**src/rtl/if_stage_if.sv**
```systemverilog
// Bundle of the fetch stage's external signals: the shared byte-wide memory
// port toward the arbiter, the control inputs from later pipeline stages, and
// the instruction presented to the IF/ID register.
//
//   stall          : IF/ID cannot accept this cycle
//   branch_flag    : redirect request from a later stage
//   branch_target  : redirect PC (low two bits ignored)
//   mem_grant      : arbiter grants the memory port this cycle
//   mem_rdata      : byte for the granted request of the previous cycle
//   mem_rd_en      : byte read request
//   mem_addr       : byte address of the request
//   if_pc          : PC of the presented instruction
//   if_inst        : assembled instruction
//   if_valid       : if_pc / if_inst valid
//
// master = fetch stage side, slave = environment (arbiter + pipeline) side.
interface if_stage_if;
    logic        stall;
    logic        branch_flag;
    logic [31:0] branch_target;
    logic        mem_grant;
    logic [7:0]  mem_rdata;
    logic        mem_rd_en;
    logic [31:0] mem_addr;
    logic [31:0] if_pc;
    logic [31:0] if_inst;
    logic        if_valid;

    modport master (
        input  stall, branch_flag, branch_target, mem_grant, mem_rdata,
        output mem_rd_en, mem_addr, if_pc, if_inst, if_valid
    );

    modport slave (
        output stall, branch_flag, branch_target, mem_grant, mem_rdata,
        input  mem_rd_en, mem_addr, if_pc, if_inst, if_valid
    );
endinterface

```
**src/rtl/if_stage.sv**
```systemverilog
// RV32I instruction-fetch stage. Keeps the program counter, fetches the four
// bytes of one instruction over the shared 8-bit memory port, assembles them
// little-endian and presents the word with its PC to IF/ID. Stalls hold the
// presented instruction; a redirect from a later stage restarts fetch at the
// branch target and discards anything in flight.
//
// Ports:
//   clk  : pipeline clock, rising edge
//   rst  : asynchronous reset, active low
//   bus  : if_stage_if.master (memory port, stall/redirect, IF/ID outputs)
//
// States:
//   FETCH | issuing byte requests / capturing returned bytes
//   HOLD  | instruction presented, waiting for IF/ID to accept it
module if_stage #(
    parameter logic [31:0] RESET_PC = 32'h0000_0000
) (
    input  logic       clk,
    input  logic       rst,
    if_stage_if.master bus
);

    typedef enum logic {
        FETCH = 1'b0,
        HOLD  = 1'b1
    } state_t;

    state_t      state;
    logic [31:0] pc;
    logic [2:0]  issued;
    logic [2:0]  recvd;
    logic        pending;
    logic [23:0] byte_buf;
    logic [31:0] if_pc_q;
    logic [31:0] if_inst_q;
    logic        if_valid_q;
    logic        grant_issue;

    // Request gated by rst so nothing is asked for while reset is held.
    assign bus.mem_rd_en = rst && (state == FETCH) && (issued < 3'd4) && !bus.branch_flag;
    assign bus.mem_addr  = pc + {29'd0, issued};
    assign grant_issue   = bus.mem_rd_en && bus.mem_grant;

    assign bus.if_pc    = if_pc_q;
    assign bus.if_inst  = if_inst_q;
    assign bus.if_valid = if_valid_q;

    always_ff @(posedge clk or negedge rst) begin
        if (!rst) begin
            state      <= FETCH;
            pc         <= RESET_PC;
            issued     <= 3'd0;
            recvd      <= 3'd0;
            pending    <= 1'b0;
            byte_buf   <= 24'd0;
            if_pc_q    <= 32'd0;
            if_inst_q  <= 32'd0;
            if_valid_q <= 1'b0;
        end else if (bus.branch_flag) begin
            // Redirect beats consume and capture; the byte on mem_rdata now
            // belongs to the abandoned fetch and is dropped.
            state      <= FETCH;
            pc         <= {bus.branch_target[31:2], 2'b00};
            issued     <= 3'd0;
            recvd      <= 3'd0;
            pending    <= 1'b0;
            if_valid_q <= 1'b0;
        end else begin
            case (state)
                FETCH: begin
                    pending <= grant_issue;
                    if (grant_issue) begin
                        issued <= issued + 3'd1;
                    end
                    if (pending) begin
                        recvd <= recvd + 3'd1;
                        case (recvd[1:0])
                            2'd0: byte_buf[7:0]   <= bus.mem_rdata;
                            2'd1: byte_buf[15:8]  <= bus.mem_rdata;
                            2'd2: byte_buf[23:16] <= bus.mem_rdata;
                            default: begin
                                if_inst_q  <= {bus.mem_rdata, byte_buf};
                                if_pc_q    <= pc;
                                if_valid_q <= 1'b1;
                                state      <= HOLD;
                            end
                        endcase
                    end
                end
                HOLD: begin
                    if (!bus.stall) begin
                        pc         <= pc + 32'd4;
                        issued     <= 3'd0;
                        recvd      <= 3'd0;
                        pending    <= 1'b0;
                        if_valid_q <= 1'b0;
                        state      <= FETCH;
                    end
                end
                default: state <= FETCH;
            endcase
        end
    end

endmodule
```
**src/flat_wrapper.sv**
```systemverilog
// flat-port wrapper written by rule: the top's interface ports become plain ports
module if_stage_flat 
#(
    parameter logic [31:0] RESET_PC = 32'h0000_0000
)
  (clk, rst, bus_stall, bus_branch_flag, bus_branch_target, bus_mem_grant, bus_mem_rdata, bus_mem_rd_en, bus_mem_addr, bus_if_pc, bus_if_inst, bus_if_valid);
  if_stage_if bus_i ();
  input  logic clk;
  input  logic rst;
  input wire logic [$bits(bus_i.stall)-1:0] bus_stall;
  input wire logic [$bits(bus_i.branch_flag)-1:0] bus_branch_flag;
  input wire logic [$bits(bus_i.branch_target)-1:0] bus_branch_target;
  input wire logic [$bits(bus_i.mem_grant)-1:0] bus_mem_grant;
  input wire logic [$bits(bus_i.mem_rdata)-1:0] bus_mem_rdata;
  output wire logic [$bits(bus_i.mem_rd_en)-1:0] bus_mem_rd_en;
  output wire logic [$bits(bus_i.mem_addr)-1:0] bus_mem_addr;
  output wire logic [$bits(bus_i.if_pc)-1:0] bus_if_pc;
  output wire logic [$bits(bus_i.if_inst)-1:0] bus_if_inst;
  output wire logic [$bits(bus_i.if_valid)-1:0] bus_if_valid;
  assign bus_i.stall = bus_stall;
  assign bus_i.branch_flag = bus_branch_flag;
  assign bus_i.branch_target = bus_branch_target;
  assign bus_i.mem_grant = bus_mem_grant;
  assign bus_i.mem_rdata = bus_mem_rdata;
  assign bus_mem_rd_en = bus_i.mem_rd_en;
  assign bus_mem_addr = bus_i.mem_addr;
  assign bus_if_pc = bus_i.if_pc;
  assign bus_if_inst = bus_i.if_inst;
  assign bus_if_valid = bus_i.if_valid;
  if_stage #(.RESET_PC(RESET_PC)) u_core (.clk(clk), .rst(rst), .bus(bus_i));
endmodule
```
**config.mk**
```make
export PLATFORM = sky130hd
export DESIGN_NAME = if_stage_flat
export DESIGN_NICKNAME = d
export VERILOG_FILES = /design/src/rtl/if_stage_if.sv /design/src/rtl/if_stage.sv /design/src/flat_wrapper.sv
export SDC_FILE = /design/constraint.sdc
export NUM_CORES = 1
export LEC_CHECK = 0
export ABC_AREA = 0
export CELL_PAD_IN_SITES_DETAIL_PLACEMENT = 0
export CELL_PAD_IN_SITES_GLOBAL_PLACEMENT = 1
export CORE_MARGIN = 3
export CORE_UTILIZATION = 42
export DETAILED_ROUTE_END_ITERATION = 8
export PLACE_DENSITY_LB_ADDON = 0.25
export SLEW_MARGIN = 25
export SYNTH_ARGS = -nofsm -noshare
export SYNTH_HDL_FRONTEND = slang
export SYNTH_SLANG_ARGS = --single-unit
```
**constraint.sdc**
```tcl
create_clock -name clk -period 4.6 [get_ports clk]
set_input_delay 1.38 -clock clk [delete_from_list [all_inputs] [get_ports clk]]
set_output_delay 1.38 -clock clk [all_outputs]
set_load 0.03 [all_outputs]
```
==> results.md <==
* Post-layout util at 0.581
* WS Path Type: reg -> out
* CP peak stage delay at 0.71 ns
* RSZ-0062 raised after global routing: false
* Status: complete, no violations
* Ports at 143
* Syn avg cell area at 11.3 um2
* Clock Sinks at 124
* Drt wl/cell at 18.0 um
* Clock Latency Late Sink at 0.41 ns
* Synth-to-Final Area Change at 34.9%
* First-pass GRT wire length at 25.2 mm
* Synth area leader: dfrtp_1
* Worst setup path start: u_core.pc[15]$_DFFE_PN0P_
* Placed wire-length estimate at 10.5 mm
* Clock slew at reported path FFs at 0.06 ns
* Layout cells sized above 1 at 0.211
* Crit-path slowest cell: clkdlybuf4s50_1
* Diodes inserted at 0
* Worst r2r src: u_core.pc[3]$_DFFE_PN0P_
* Post-route DRC at 0
* Syn Inst Count at 533
* HP Start: u_core.byte_buf[0]$_DFFE_PN0P_
* Final Critical Period at 4.42 ns
* Num CTS Buffers at 17
* Max_cap viols at 0
* Worst VDD drop at 0.000281 V
* Crit-path cells: nand4_2 -> or2_2 -> or4_1 -> xnor2_1 -> clkdlybuf4s50_1
* TNS Setup at 0 ns
* Critical path arrival at 3.04 ns
* Leakage at 3.50 nW
* Final hold violation count at 0
* Vias in the first global route at 4,758
* Routed vias/inst at 5.34
* Top cell type's share of synthesized area at 0.517
* CP Capture Type: primary output
* Pre-antenna DRT Iters at 4
* Clk root buf: clkbuf_16
* Finish-stage setup viols at 0
* Post-synth ARST share at 1.00
* Synth Flop Type: dfrtp_1
* CTS tree: yes
* Ys Warns at 0
* Rel. slew slack at 0.448
* Layout Skew at 0.00675 ns
* Peak Freq at 226 MHz
* Fillers at 1,165
* Post-synth EDFFs at 0
* GP Congestion at 0.827
* Total Nets Final at 707
* Global Route Usage Sum at 0.201
* Req. time, crit path at 3.22 ns
* H-tree depth at 4
* Sequential area share after synthesis at 0.517
* WL final at 15.2 mm
* Core area at 13,900 um2
* HP Class: reg -> reg
* I/O Buffers at 138
* Die area at 15,800 um2
* Die H at 126 um
* P per Cell Area at 358 nW/um2
* Post-CTS Setup Bufs at 0
* Synth top area cells: dfrtp_1 52%, mux2_2 16%, xnor2_1 4.5%, nand2_1 3.0%, nand3_1 2.7%
* Largest net degree at the start of global routing at 67
* Synth Register Bits at 124
* Pins over their slew limit at 0
* Antenna violations before repair at 0
* Initial core utilization at 0.431
* Number of vias in the routed layout at 4,531
* Slew at the pin closest to its max-slew limit at 0.829 ns
* Total Power at 2.90 mW
* Drt initial violations at 371
* Cell Rows at 43
* Number of routed nets with antenna violations at 0
* Mapped Area at 6000 um2
* Worst Path Max Fanout at 11
* Die width at 126 um
* Aggregate global routing overflow at 0
* Final worst-path cycle share at 0.960
* CP Launch Type: register
* Post-synth cell types at 46
* Clock buffer depth at 2
## metal layers
metal,vias up,wire (um),GRT usage
met2,134,7660,0.333
met5,-,0,0
met1,2253,6250,0.248
li1,2122,-,-
met3,22,1020,0.0602
met4,0,309,0.0753
## metrics by stage
step / hold slack, ns / setup WS [ns] / area, um2 / instances
2_1_floorplan: 0.475 / 0.356 / 6000 / 534
3_3_place_gp: 0.484 / 0.540 / 7480 / 816
3_5_place_dp: 0.491 / 0.513 / 7480 / 816
4_1_cts: 0.503 / 0.0554 / 8100 / 848
5_1_grt: 0.513 / 0.0174 / 8100 / 848
6_report: 0.499 / 0.183 / 8100 / 848
## worst max-delay path, delay by kind of cell, from the launching register on
| family | cells | cell delay, ns |
|---|---|---|
| xor gates and xnor gates | 1 | 0.21 |
| and+or+nand+nor | 3 | 1.20 |
| buffers and inverters | 1 | 0.71 |
| DFF | 1 | 0.50 |
## flip-flops by register name (all words and copies together), names as in the netlist
register,flops
u_core.bus.if_pc,30
u_core.bus.if_inst,32
u_core.pending,1
u_core.pc,30
u_core.byte_buf,24
u_core.state,1
u_core.issued,3
u_core.recvd,2
u_core.bus.if_valid,1
## layout make-up
cell class | instances | area [um2] | area share
Sequential cell | 124 | 3110 | 0.383
Multi-Input combinational cell | 355 | 2660 | 0.329
Clock inverter | 14 | 183 | 0.0226
Timing Repair Buffer | 148 | 1460 | 0.180
Clock buffer | 18 | 429 | 0.0530
Inverter | 9 | 33.8 | 0.00417
Tap cell | 180 | 225 | 0.0278
## worst paths after layout
path                            slack (ns)                                to  cells past startpoint
worst max-delay path                  0.18                  bus_mem_addr[30]                      5
worst min-delay path                  0.50    u_core.byte_buf[0]$_DFFE_PN0P_                      1
worst max register to register        2.36         u_core.pc[30]$_DFFE_PN0P_                      5
worst min register to register        0.50    u_core.byte_buf[0]$_DFFE_PN0P_                      1
max in group asynchronous             2.09   u_core.bus.if_pc[6]$_DFFE_PN0P_                      3
min in group asynchronous             1.15  u_core.bus.if_pc[29]$_DFFE_PN0P_                      2
## logic make-up after synthesis
kind of cell | synth area share
adder cells (fa/ha/maj) | 0.0146
other | 0.000625
AND/OR/NAND/NOR | 0.154
buffers and inverters | 0.0411
XOR/XNOR | 0.0613
flip-flops | 0.517
AO/OA/AOI/OAI | 0.0480
multiplexers | 0.163
## report_power, final
part           switching (mW)  internal [mW]  leakage [nW]
combinational           0.159          0.141          1.56
sequential             0.0716           1.14          1.65
clock                   0.521          0.863         0.289
## what timing repair did
item | in CTS | in global routing
hold buffers | 0 | 0
setup endpoints to repair | 0 | 1
gates resized for setup | 0 | 2
hold endpoints to repair | 0 | 0
## Yosys cell counts, drive strengths merged, types with 2 or more instances
cell type / number
a211o: 4
mux2: 86
or4: 6
and2: 2
clkbuf: 24
nor4: 6
o21ai: 18
and4: 6
nand2: 48
a311o: 2
dfrtp: 124
nand2b: 2
or2: 2
a21oi: 7
or3: 3
buf: 22
and3: 4
nor4b: 2
nand4b: 2
inv: 9
xor2: 11
a31oi: 5
xnor2: 31
nor2: 26
o211ai: 2
nor3: 7
o311ai: 3
ha: 7
nand3: 32
nand4: 22
## cell usage in the layout, fill, tap and decap left out, types with 4 or more instances in the layout
cell type,n
a211o_1,4
a21oi_1,7
a31oi_1,5
and4_1,6
buf_4,11
clkbuf_16,17
clkdlybuf4s50_1,135
dfrtp_1,122
ha_1,7
inv_1,9
inv_6,6
mux2_2,86
nand2_1,48
nand3_1,32
nand4_1,20
nor2_1,26
nor3_1,7
o21ai_0,18
or4_1,5
xnor2_1,31
xor2_1,11
No activity file was read; power rests on OpenSTA's default activity.
